[config.mk]
export PLATFORM = sky130hd
export DESIGN_NAME = axis_spi_sequencer
export DESIGN_NICKNAME = d
export VERILOG_FILES = /design/src/rtl/axis_spi_seq_pkg.sv /design/src/rtl/axis_spi_seq_ram.sv /design/src/rtl/axis_spi_sequencer.sv
export SDC_FILE = /design/constraint.sdc
export NUM_CORES = 1
export LEC_CHECK = 0
export BUFFER_PORTS_ARGS = -buffer_cell sky130_fd_sc_hd__buf_2
export CAP_MARGIN = 25
export CORE_UTILIZATION = 45
export CTS_CLUSTER_SIZE = 25
export DETAILED_ROUTE_END_ITERATION = 10
export PLACE_DENSITY_LB_ADDON = 0.3
export SLEW_MARGIN = 0
export SYNTH_ARGS = -nofsm -noshare
export SYNTH_HDL_FRONTEND = slang
export SYNTH_HIERARCHICAL = 1
export SYNTH_SLANG_ARGS = --single-unit
[constraint.sdc]
create_clock -name aclk -period 6.3 [get_ports aclk]
set_clock_uncertainty 0.2 [all_clocks]
set_input_delay 0.945 -clock aclk [delete_from_list [all_inputs] [get_ports aclk]]
set_output_delay 0.945 -clock aclk [all_outputs]
set_load 0.005 [all_outputs]
[src/rtl/axis_spi_seq_pkg.sv]
// rtl/axis_spi_seq_pkg.sv - shared defaults, state encoding and length clamp for the SPI sequencer
package axis_spi_seq_pkg;

  localparam int SEQ_ADDR_WIDTH = 5;
  localparam int SEQ_GAP_WIDTH  = 16;

  localparam logic [2:0] ST_IDLE   = 3'd0;
  localparam logic [2:0] ST_FETCH  = 3'd1;
  localparam logic [2:0] ST_SEND   = 3'd2;
  localparam logic [2:0] ST_GAP    = 3'd3;
  localparam logic [2:0] ST_FINISH = 3'd4;

  typedef enum logic [2:0] {
    S_IDLE   = ST_IDLE,
    S_FETCH  = ST_FETCH,
    S_SEND   = ST_SEND,
    S_GAP    = ST_GAP,
    S_FINISH = ST_FINISH
  } seq_state_e;

  // Requested lengths beyond the table depth play the whole table once.
  function automatic logic [31:0] clamp_len(input logic [31:0] len, input int unsigned aw);
    logic [31:0] lim;
    lim = 32'd1 << aw;
    return (len > lim) ? lim : len;
  endfunction

endpackage

[src/rtl/axis_spi_seq_ram.sv]
// rtl/axis_spi_seq_ram.sv - command table RAM, one write port and one registered read port
module axis_spi_seq_ram
  import axis_spi_seq_pkg::*;
#(
  parameter int ADDR_WIDTH = SEQ_ADDR_WIDTH,
  parameter int DATA_WIDTH = 32
) (
  input  logic                  i_clk,
  input  logic                  i_wr_en,
  input  logic [ADDR_WIDTH-1:0] i_wr_addr,
  input  logic [DATA_WIDTH-1:0] i_wr_data,
  input  logic                  i_rd_en,
  input  logic [ADDR_WIDTH-1:0] i_rd_addr,
  output logic [DATA_WIDTH-1:0] o_rd_data
);

  logic [DATA_WIDTH-1:0] r_mem [0:(1<<ADDR_WIDTH)-1];
  logic [DATA_WIDTH-1:0] r_rd_data;

  // Same-address read and write in one cycle returns the previous contents.
  always_ff @(posedge i_clk) begin
    if (i_wr_en) begin
      r_mem[i_wr_addr] <= i_wr_data;
    end
    if (i_rd_en) begin
      r_rd_data <= r_mem[i_rd_addr];
    end
  end

  assign o_rd_data = r_rd_data;

endmodule

[src/rtl/axis_spi_sequencer.sv]
// rtl/axis_spi_sequencer.sv - plays a RAM table of SPI command words out an AXI-Stream master
// Optional SPI_SEQ_LOOP_EN adds cfg_loop to repeat the table continuously.
module axis_spi_sequencer
  import axis_spi_seq_pkg::*;
#(
  parameter int ADDR_WIDTH = SEQ_ADDR_WIDTH,
  parameter int GAP_WIDTH  = SEQ_GAP_WIDTH
) (
  input  logic                  aclk,
  input  logic                  areset,
  input  logic                  wr_en,
  input  logic [ADDR_WIDTH-1:0] wr_addr,
  input  logic [31:0]           wr_data,
  input  logic                  cfg_start,
`ifdef SPI_SEQ_LOOP_EN
  input  logic                  cfg_loop,
`endif
  input  logic [ADDR_WIDTH:0]   cfg_length,
  input  logic [GAP_WIDTH-1:0]  cfg_gap,
  output logic [31:0]           m_axis_tdata,
  output logic                  m_axis_tvalid,
  input  logic                  m_axis_tready,
  output logic                  sts_busy,
  output logic                  sts_done,
  output logic [ADDR_WIDTH:0]   sts_index
);

  localparam int LW = ADDR_WIDTH + 1;

  seq_state_e           r_state;
  logic [LW-1:0]        r_len;
  logic [LW-1:0]        r_index;
  logic [GAP_WIDTH-1:0] r_gap;
  logic [GAP_WIDTH-1:0] r_gap_cnt;
  logic [31:0]          r_tdata;
  logic                 r_tvalid;
  logic                 r_busy;
  logic                 r_done;

  logic                  w_loop;
  logic                  w_hs;
  logic                  w_last;
  logic [LW-1:0]         w_next_index;
  logic [LW-1:0]         w_len_clamped;
  logic                  w_rd_en;
  logic [ADDR_WIDTH-1:0] w_rd_addr;
  logic [31:0]           w_rd_data;

`ifdef SPI_SEQ_LOOP_EN
  assign w_loop = cfg_loop;
`else
  assign w_loop = 1'b0;
`endif

  assign w_hs          = r_tvalid & m_axis_tready;
  assign w_next_index  = r_index + 1'b1;
  assign w_last        = (w_next_index == r_len);
  assign w_len_clamped = LW'(clamp_len(32'(cfg_length), ADDR_WIDTH));

  // Reads are issued one cycle ahead of FETCH so the RAM output is ready there.
  always_comb begin
    w_rd_en   = 1'b0;
    w_rd_addr = '0;
    case (r_state)
      S_IDLE: begin
        w_rd_en = cfg_start;
      end
      S_SEND: begin
        w_rd_en   = w_hs & ~w_last & (r_gap == '0);
        w_rd_addr = w_next_index[ADDR_WIDTH-1:0];
      end
      S_GAP: begin
        w_rd_en   = (r_gap_cnt == GAP_WIDTH'(1));
        w_rd_addr = r_index[ADDR_WIDTH-1:0];
      end
      S_FINISH: begin
        w_rd_en = r_busy;
      end
      default: begin
        w_rd_en = 1'b0;
      end
    endcase
  end

  axis_spi_seq_ram #(
    .ADDR_WIDTH (ADDR_WIDTH),
    .DATA_WIDTH (32)
  ) u_ram (
    .i_clk     (aclk),
    .i_wr_en   (wr_en),
    .i_wr_addr (wr_addr),
    .i_wr_data (wr_data),
    .i_rd_en   (w_rd_en),
    .i_rd_addr (w_rd_addr),
    .o_rd_data (w_rd_data)
  );

  always_ff @(posedge aclk) begin
    if (areset) begin
      r_state   <= S_IDLE;
      r_len     <= '0;
      r_index   <= '0;
      r_gap     <= '0;
      r_gap_cnt <= '0;
      r_tdata   <= '0;
      r_tvalid  <= 1'b0;
      r_busy    <= 1'b0;
      r_done    <= 1'b0;
    end else begin
      r_done <= 1'b0;
      case (r_state)
        S_IDLE: begin
          if (cfg_start) begin
            if (cfg_length != '0) begin
              r_len   <= w_len_clamped;
              r_gap   <= cfg_gap;
              r_index <= '0;
              r_busy  <= 1'b1;
              r_state <= S_FETCH;
            end else begin
              r_done <= 1'b1;
            end
          end
        end
        S_FETCH: begin
          r_tdata  <= w_rd_data;
          r_tvalid <= 1'b1;
          r_state  <= S_SEND;
        end
        S_SEND: begin
          if (w_hs) begin
            r_tvalid <= 1'b0;
            r_index  <= w_next_index;
            if (w_last) begin
              // Loop mode keeps busy asserted through FINISH into the next pass.
              r_done  <= 1'b1;
              r_busy  <= w_loop;
              r_state <= S_FINISH;
            end else if (r_gap == '0) begin
              r_state <= S_FETCH;
            end else begin
              r_gap_cnt <= r_gap;
              r_state   <= S_GAP;
            end
          end
        end
        S_GAP: begin
          if (r_gap_cnt == GAP_WIDTH'(1)) begin
            r_gap_cnt <= '0;
            r_state   <= S_FETCH;
          end else begin
            r_gap_cnt <= r_gap_cnt - 1'b1;
          end
        end
        S_FINISH: begin
          if (r_busy) begin
            r_index <= '0;
            if (r_gap == '0) begin
              r_state <= S_FETCH;
            end else begin
              r_gap_cnt <= r_gap;
              r_state   <= S_GAP;
            end
          end else begin
            r_state <= S_IDLE;
          end
        end
        default: begin
          r_state <= S_IDLE;
        end
      endcase
    end
  end

  assign m_axis_tdata  = r_tdata;
  assign m_axis_tvalid = r_tvalid;
  assign sts_busy      = r_busy;
  assign sts_done      = r_done;
  assign sts_index     = r_index;

endmodule

# --- Word-level counts from Yosys, hierarchy flattened ---
# Memory sizes are Yosys's and may differ from the RTL's. A register that Yosys moved wholly into a read port is not among the register bits.
# Index checks and enable logic that the tools add are counted.
word_totals:
  out_inout_bits: 41
  input_bits: 64
  mem_bits_rw: 1024
  regBits: 82
  mem_count: 1
  wordCells: 79
op_classes:
  add_sub_neg: 2
  reduce_logical: 13
  n_mux: 36
  magnitude_cmp: 1
  bitwise: 4
  n_eq_ne: 13
mem_list:
  columns: ["memory", "depth", "width", "read_ports", "rd_ports_with_merged_regs", "wr", "line_no", "text"]
  rows:
  - ["u_ram.r_mem", 32, 32, 1, 1, 1, "axis_spi_seq_ram.sv:17", "logic [DATA_WIDTH-1:0] r_mem [0:(1<<ADDR_WIDTH)-1];"]
ops:
  columns: ["operator", "n"]
  rows:
  - ["$mux 16", 5]
  - ["$pmux 16 s3", 1]
  - ["$mux 6", 5]
  - ["$mux 3", 6]
  - ["$pmux 6 s3", 1]
  - ["$eq 16x1->1 const B", 1]
  - ["$logic_not 16->1", 1]
  - ["$sub 16x1->16 const B", 1]
  - ["$pmux 3 s5", 1]
  - ["$ne 2x2->1 const B", 7]
  - ["$mux 1", 11]
  - ["$pmux 5 s2", 1]
  - ["$reduce_and 5->1", 2]
  - ["$reduce_and 4->1", 2]
  - ["$add 6x1->6 const B", 1]
  - ["$eq 3x2->1 const B", 2]
  - ["$eq 6x6->1", 1]
  - ["$gt 6x6->1 const B", 1]
  - ["$pmux 1 s2", 3]
  - ["$reduce_bool 3->1", 2]
  - ["$reduce_bool 6->1", 1]
  - ["$pmux 1 s4", 1]
  - ["$reduce_bool 2->1", 2]
  - ["$and 1x1->1", 3]
  - ["7 further kinds", 7]

# --- Logic depth before layout (Yosys ltp) ---
# Gate-level depths: netlist (run 1).
depth:
  depth_word: 6
  depth_mapped: 12
  mapped_depth_nobuf: 9

# --- By module ---
# The synthesis (run 1) kept the hierarchy.
modules_own_cells:
  columns: ["mod", "cells_each", "area_per_inst_um2", "seq_area_each_um2", "instances"]
  rows:
  - ["axis_spi_seq_ram", 2260, 40812.9, 31710.4, 1]
  - ["axis_spi_sequencer", 513, 3936.3, 1641.6, 1]

# --- Worst setup path before layout (run 1) ---
# OpenSTA, ideal clock, no wires.
synth_path:
  path_type: "flip-flop to flip-flop"
  startpoint: "register r_index[3], in the netlist sts_index[3]"
  endpoint: "register u_ram.r_rd_data[0], in the netlist u_ram/o_rd_data[0] (read register of u_ram.r_mem), enable pin"
  required_time_ns: 5.630
  path_buffers: 1
  synth_period_minus_slack_ns: 4.520
  stages_incl_launch_ff: 7
  arrival_time_ns: 3.850
  slack_ns: 1.780
  path_cell_list: "dfxtp_1 buf_2 nand2_1 or2_2 xnor2_2 o41ai_2 o31ai_1"
synth_between:
  elab_chain_cells: 6
  elab_cells_between_ends: 7
  classes_between: "add/sub: 1; eq/ne: 1; mux: 2; bitwise: 3"
synth_rtl:
  columns: ["item", "line_no", "text"]
  rows:
  - ["start, declared", "axis_spi_sequencer.sv:32", "logic [LW-1:0] r_index;"]
  - ["start signal, assigned", "axis_spi_sequencer.sv:133", "r_index <= w_next_index;"]
  - ["$add 6x1->6", "axis_spi_sequencer.sv:56", "assign w_next_index = r_index + 1'b1;"]
  - ["$eq 6x6->1", "axis_spi_sequencer.sv:57", "assign w_last = (w_next_index == r_len);"]
  - ["$not 1->1", "axis_spi_sequencer.sv:69", "w_rd_en = w_hs & ~w_last & (r_gap == '0);"]
  - ["$and 1x1->1 (2 in a row)", "axis_spi_sequencer.sv:69", null]
  - ["$pmux 1 s4", "axis_spi_sequencer.sv:64", "case (r_state)"]
  - ["via w_rd_en", "axis_spi_sequencer.sv:45", "logic w_rd_en;"]
  - ["end, declared", "axis_spi_seq_ram.sv:18", "logic [DATA_WIDTH-1:0] r_rd_data;"]
# The timed path passes the listed nets, and every way through them passes these cells.
# A chain may end at the register's enable or synchronous reset.

# --- Worst setup path after layout (run 1) ---
layout_path:
  startpoint: "register r_state[0]"
  endpoint: "register u_ram.r_rd_data[12], in the netlist u_ram/o_rd_data[12] (read register of u_ram.r_mem), data pin"
layout_between:
  elab_chain_cells: 2
  elab_cells_between_ends: 6
  classes_between: "eq/ne: 3; mux: 2; reduce/logical: 1"
layout_rtl:
  columns: ["item", "line_no", "text"]
  rows:
  - ["start, declared", "axis_spi_sequencer.sv:30", "seq_state_e r_state;"]
  - ["start signal, assigned", "axis_spi_sequencer.sv:100", "r_state <= S_IDLE;"]
  - ["start signal, assigned", "axis_spi_sequencer.sv:119", "r_state <= S_FETCH;"]
  - ["start signal, assigned", "axis_spi_sequencer.sv:128", "r_state <= S_SEND;"]
  - ["$eq 3x2->1", "axis_spi_sequencer.sv:64", null]
  - ["$pmux 5 s2 (*)", "axis_spi_sequencer.sv:64", null]
  - ["via w_rd_addr[2]", "axis_spi_sequencer.sv:46", "logic [ADDR_WIDTH-1:0] w_rd_addr;"]
# The timed path passes the listed nets; every way through them passes the cells marked *.

==> metrics.cfg, run 1 <==
[status]
status=completed

[place]
pre_cts_ws_ps=2270
dp.cells=4064
io_buffers=104
gp_congestion=0.884
place_hpwl_um=67800
placed_cell_area_um2=46900

[critical_path]
r2r-end=u_ram/o_rd_data[12]
critPathRequiredTime_ps=6520
slowest_stage=dfxtp_1
crit_fanout=77
path_class=flip-flop to flip-flop
reg2regPathDepth=9
cp.buffers_inverters=1
startpoint_type=flip-flop
r2r_start=r_state[0]
endpoint_kind=flip-flop
crit_family=simple AND/OR/NAND/NOR gates
crit_chain=nor2b_1 > xnor2_1 > nor2_1 > and2_4 > buf_12 > a22o_1 > nor3_1 > a31oi_1 > nand3_1
arrival_ps=4260
cp.depth=9
worst-r2r-setup-slack_ps=2260
crit_path_max_incr_delay_ps=850

[route]
wl_um=116000
first_iter_violations=3053
avgRoutedWirePerCell_um=27.3
vias=25300
drc=0
detail_route.first_pass.iterations=6
post_drt_via_cell_ratio=5.95
antenna_left=0

[global_route]
grt_use_total_pct=23.1
grt_max_degree=98
grt_pass1_wl_um=169000
grt_pass1_vias=25100
antenna_found_initial=10
grt_overflow_total=0

[logic_synthesis]
synth_cells=2773
mappedNetlistArea_um2=44700
synthArstFlopShare_pct=0
synthDistinctLibCells=63
yosysSeqAreaShare_pct=74.5
ys_ff_latch=1138
syn_nets=2840
yosysWarnings=6
syn_area_per_cell_um2=16.1
synth-edff-count=1056
synth_flop_cell=edfxtp_1

[timing]
whs_ps=256
max_clock_freq_mhz=248
min_period_ps=4040
fin_tns_setup_ps=0
rsz0062_at_grt=no
tightest_slew_ps=1140
slew_headroom_pct=23.9
period_share_pct=64.1
setup_viol=0
maxSlewViolCount=0
fin_ws_ps=2260
hold_violations=0

[hold_path]
hp-start=m_axis_tdata[28]
hold_class=flip-flop to flip-flop
min_path_cells=2
holdPathEnd=m_axis_tdata[28]

[pwr]
max-vdd-ir-drop_v=0.000295
leakage_nw=16.0
design_power_total_mw=18.4
power.density_nw_per_um2=365

[floorplanning]
rows=115
core_um2=98400
start_util_pct=45.5
dieWidth_um=317
die_h_um=317
io_pins=105
die_area_um2=101000

[flow_run]
cap_violations=0

[finish]
utilization_pct=51.1
multiInputGateArea_um2=10700
nets=2959
syn_to_final_growth_pct=12.5
seq_area_um2=33400
nFillCells=7969
drive_above_1_share_pct=12.8
stdcell_count=4255
final_area_um2=50300

[cts]
cts_tree=yes
cts_resized=0
cts_buffers=111
cts_sinks=1138
htreeDepth=3
insertion_delay_ps=690
post_cts_buffers=0
cts_max_path_buffers=3
cts_hold_buffers=0
clkTransAtPathRegs_ps=60
clock-root-buffer=clkbuf_16

==> worst reg2reg max path: cells and delay by family (launching register included) <==
family	cells	cell delay [ps]
and+or+nand+nor	5	1530
buffers and inverters	1	490
DFF	1	850
AOI/OAI and AO/OA	2	530
xor gates and xnor gates	1	170
==> routing by layer <==
layer	vias to the layer above	part of all wire, %	track usage (%)	wire, um
li1	11000	-	-	-
met3	213	8.1	4.49	9450
met2	1138	48	37.9	55500
met5	-	0.042	0	49
met1	12900	41	31.0	47900
met4	8	2.9	7.17	3380
==> cell type report <==
class	count	share of cell area (%)
flip-flops and latches	1138	66.3
multi-input cells	1466	21.3
clock buffers	129	5.78
well taps	1287	3.20
repair buffers	168	2.39
clock inverters	59	0.962
inverters	7	0.0522
diodes	1	0.00497
==> cell families (layout without fill, tap and decap cells) <==
family	Yosys count	count (layout)	synth area share, %
adder cells (fa/ha/maj)	3	3	0.0839
AO/OA/AOI/OAI	417	417	6.20
AND/OR/NAND/NOR	518	518	5.28
multiplexers	514	514	11.5
buffers and inverters	169	363	2.12
XOR/XNOR	14	14	0.291
other	0	1	0
flip-flops	1138	1138	74.5
==> cell usage after synthesis (4+ instances only) <==
| master | n | area share (%) |
|---|---|---|
| nor4_1 | 10 | 0.14 |
| a221oi_1 | 6 | 0.12 |
| or3_1 | 5 | 0.070 |
| o31ai_1 | 4 | 0.067 |
| or3b_2 | 4 | 0.078 |
| a22oi_1 | 98 | 1.6 |
| edfxtp_1 | 1056 | 71 |
| inv_1 | 7 | 0.059 |
| clkbuf_1 | 65 | 0.55 |
| buf_2 | 37 | 0.41 |
| xnor2_1 | 6 | 0.12 |
| buf_4 | 35 | 0.59 |
| nor2b_1 | 6 | 0.084 |
| a22o_1 | 64 | 1.3 |
| nor3_1 | 46 | 0.51 |
| dfxtp_1 | 82 | 3.7 |
| o31a_1 | 4 | 0.078 |
| a211oi_1 | 5 | 0.084 |
| a31oi_1 | 36 | 0.50 |
| a21oi_1 | 171 | 1.9 |
| nor2_1 | 68 | 0.57 |
| nand2b_1 | 8 | 0.11 |
| buf_1 | 6 | 0.050 |
| nand3_1 | 111 | 1.2 |
| mux2i_1 | 513 | 11 |
| nand3b_1 | 7 | 0.12 |
| buf_6 | 17 | 0.43 |
| o21ai_0 | 9 | 0.10 |
| xor2_1 | 7 | 0.14 |
| nand2_1 | 227 | 1.9 |
==> report_power, final <==
group	switching, mW	leakage, nW	total [mW]	internal (mW)
clock	2.71	1.66	6.26	3.55
sequential	0.221	10.2	8.75	8.53
combinational	1.99	4.19	3.35	1.36
total	4.91	16.0	18.4	13.5
==> worst max path at each step <==
| stage | start | end | slack, ps |
|---|---|---|---|
| CTS | sts_index[0] | u_ram/o_rd_data[12] | 2270 |
| floorplan | sts_index[3] | u_ram/o_rd_data[0] | 1780 |
| detailed placement | sts_index[0] | u_ram/o_rd_data[12] | 2270 |
| finish | r_state[0] | u_ram/o_rd_data[12] | 2260 |
| global placement | r_state[0] | u_ram/o_rd_data[12] | 2290 |
| global route | r_state[0] | u_ram/o_rd_data[4] | 2050 |
==> registers in the layout (all words and copies together), names as in the netlist <==
signal / cells
m_axis_tdata: 32
m_axis_tvalid: 1
r_gap: 16
r_gap_cnt: 16
r_len: 6
r_state: 3
sts_busy: 1
sts_done: 1
sts_index: 6
u_ram/o_rd_data: 32
u_ram/r_mem: 1024
==> cells in the final DEF, fill, tap and decap left out, types with 4 or more instances in the layout <==
master	netlist	final
a211oi_1	5	5
a21oi_1	171	171
a221oi_1	6	6
a22o_1	64	64
a22oi_1	98	98
a31oi_1	36	36
buf_12	0	13
buf_2	37	104
buf_4	35	49
bufinv_16	0	7
clkbuf_1	65	15
clkbuf_16	0	114
clkinv_1	0	22
clkinv_2	0	19
dfxtp_1	82	82
edfxtp_1	1056	1056
inv_1	7	7
mux2i_1	513	513
nand2_1	227	226
nand2b_1	8	6
nand3_1	111	111
nand3b_1	7	7
nor2_1	68	34
nor2_4	0	34
nor2b_1	6	4
nor3_1	46	46
nor4_1	10	10
o21ai_0	9	9
o31a_1	4	4
or3_1	5	5
or3b_2	4	4
xnor2_1	6	6
xor2_1	7	7
Power figures use the tool's default switching activity.
==> run 2: changes to the inputs <==
Clock period 6.3 ns to 3.3 ns, I/O delays scaled along.
==> metrics.cfg, run 2 (synthesis results as in run 1) <==
[status]
status=completed

[cts]
clkTransAtPathRegs_ps=60  ; about the same
insertion_delay_ps=690  ; about the same
cts_sinks=1138  ; unchanged
cts_buffers=112  ; +0.90%
cts_tree=yes
post_cts_buffers=0  ; unchanged
cts_max_path_buffers=3  ; unchanged
clock-root-buffer=clkbuf_16
htreeDepth=3  ; unchanged

[critical_path]
startpoint_type=flip-flop
r2r_start=sts_index[1]
endpoint_kind=flip-flop
worst-r2r-setup-slack_ps=120  ; -2140 ps
path_class=flip-flop to flip-flop
crit_fanout=32  ; -58%
arrival_ps=3390  ; -870 ps
r2r-end=u_ram/o_rd_data[29]
critPathRequiredTime_ps=3510  ; -3010 ps
reg2regPathDepth=10  ; +1

[pwr]
power.density_nw_per_um2=689  ; +89%
leakage_nw=16.6  ; +3.4%
max-vdd-ir-drop_v=0.000491  ; +66%
design_power_total_mw=35.4  ; +93%

[place]
place_hpwl_um=66000  ; -2.7%
gp_congestion=0.843  ; -4.6%
io_buffers=104  ; unchanged
dp.cells=4127  ; +1.6%

[finish]
mostFrequentLayoutCells=1056 x edfxtp_1, 513 x mux2i_1, 226 x nand2_1, 171 x a21oi_1, 113 x clkbuf_16
syn_to_final_growth_pct=15.0
nets=3044  ; +2.9%
stdcell_count=4361  ; +2.5%
largest-register=u_ram/r_mem
drive_above_1_share_pct=14.6  ; +1.8 points
largest_register_ffs=1024  ; unchanged
utilization_pct=52.3  ; +1.2 points
final_common_cell=edfxtp_1

[timing]
tightest_slew_ps=843  ; -295 ps
fin_tns_setup_ps=0  ; unchanged
setup_viol=0  ; unchanged
period_share_pct=96.4  ; +32 points
maxSlewViolCount=0  ; unchanged
rsz0062_at_grt=no
max_clock_freq_mhz=314  ; +27%
min_period_ps=3180  ; -860 ps
hold_violations=0  ; unchanged
slew_headroom_pct=43.8  ; +20 points
whs_ps=104  ; -152 ps

[hold_path]
hold_class=input pin to flip-flop
min_path_cells=1  ; -1
holdPathEnd=u_ram/r_mem[29][22]
hp-start=wr_data[22]

[floorplanning]
start_util_pct=45.5  ; unchanged
rows=115  ; unchanged
dieWidth_um=317  ; unchanged
core_um2=98400  ; unchanged
io_pins=105  ; unchanged
die_h_um=317  ; unchanged
die_area_um2=101000  ; unchanged

[route]
vias=25400  ; +0.17%
detail_route.first_pass.iterations=5  ; -1
first_iter_violations=2271  ; -26%
wl_um=114000  ; -1.7%
antenna_left=0  ; unchanged
drc=0  ; unchanged
avgRoutedWirePerCell_um=26.2  ; -4.1%
post_drt_via_cell_ratio=5.81  ; -2.3%

[global_route]
grt_pass1_vias=25000  ; -0.36%
grt_overflow_total=0  ; unchanged
grt_max_degree=65  ; -34%
grt_use_total_pct=22.5  ; -0.53 points
grt_pass1_wl_um=165000  ; -2.1%
antenna_found_initial=9  ; -1

[flow_run]
cap_violations=0  ; unchanged

==> run 2: cell types whose count changed in the layout (fill, tap and decap cells not counted), sizes merged <==
cell	before	now
buf	168	229
diode	1	3
clkinv	45	48
dlygate4sd3	0	23
clkbuf	129	144
inv	10	13
bufinv	7	6
==> run 2: where the power goes <==
group / total (mW) / internal [mW] / switching (mW)
Sequential: 16.7 / 16.3 / 0.381
Clock: 12.2 / 6.86 / 5.34
Combinational: 6.57 / 2.83 / 3.74
==> run 2: timing repair <==
item | 4_1_cts | 5_1_grt
endpoints found under the setup margin | 0 | 2
endpoints found under the hold margin | 24 | 0
resized for setup | 0 | 2
hold buffers | 23 | 0
==> run 2: layer usage <==
metal | part of all wire (%) | routed length, um | up-vias | global-route usage, %
li1 | - | - | 11200 | -
met1 | 42 | 48100 | 13000 | 30.8
met2 | 48 | 54500 | 929 | 36.8
met3 | 7.7 | 8750 | 194 | 4.03
met4 | 2.5 | 2890 | 4 | 6.85
met5 | 0.023 | 26 | - | 0
==> run 2: through the flow <==
step / worst slack [ps] / cell area, um^2
global placement: 317 / 47700
finish: 120 / 51500
floorplan: 171 / 44800
CTS: 165 / 51500
detailed placement: 203 / 47700
global route: 15.9 / 51500
==> run 2: worst max-delay path by stage <==
| stage | startpoint | endpoint | cells after the start |
|---|---|---|---|
| after floorplan | wr_addr[1] | u_ram/r_mem[12][0] | 3 |
| after global placement | r_state[2] | u_ram/o_rd_data[6] | 10 |
| after detailed placement | sts_index[1] | u_ram/o_rd_data[28] | 9 |
| after CTS | sts_index[1] | u_ram/o_rd_data[28] | 9 |
| after global routing | sts_index[1] | u_ram/o_rd_data[28] | 10 |
| final | sts_index[1] | u_ram/o_rd_data[29] | 10 |
==> run 2: final cells by class <==
class	count	area [um^2]
Tap cell	1287	1610
Fill cell	7915	47000
Clock buffer	144	2990
Inverter	7	26.3
Antenna cell	3	7.51
Clock inverter	64	519
Multi-Input combinational cell	1466	10700
Sequential cell	1138	33400
Timing Repair Buffer	252	2210
==> run 2: critical path: stages (launching register included) <==
cell	delay (ps)
dfxtp_1	380
ha_1	390
mux2i_1	90
nor2_1	410
nor2b_4	320
buf_12	240
buf_12	230
a22o_1	180
nor3_1	50
a31oi_1	250
nand3_1	120
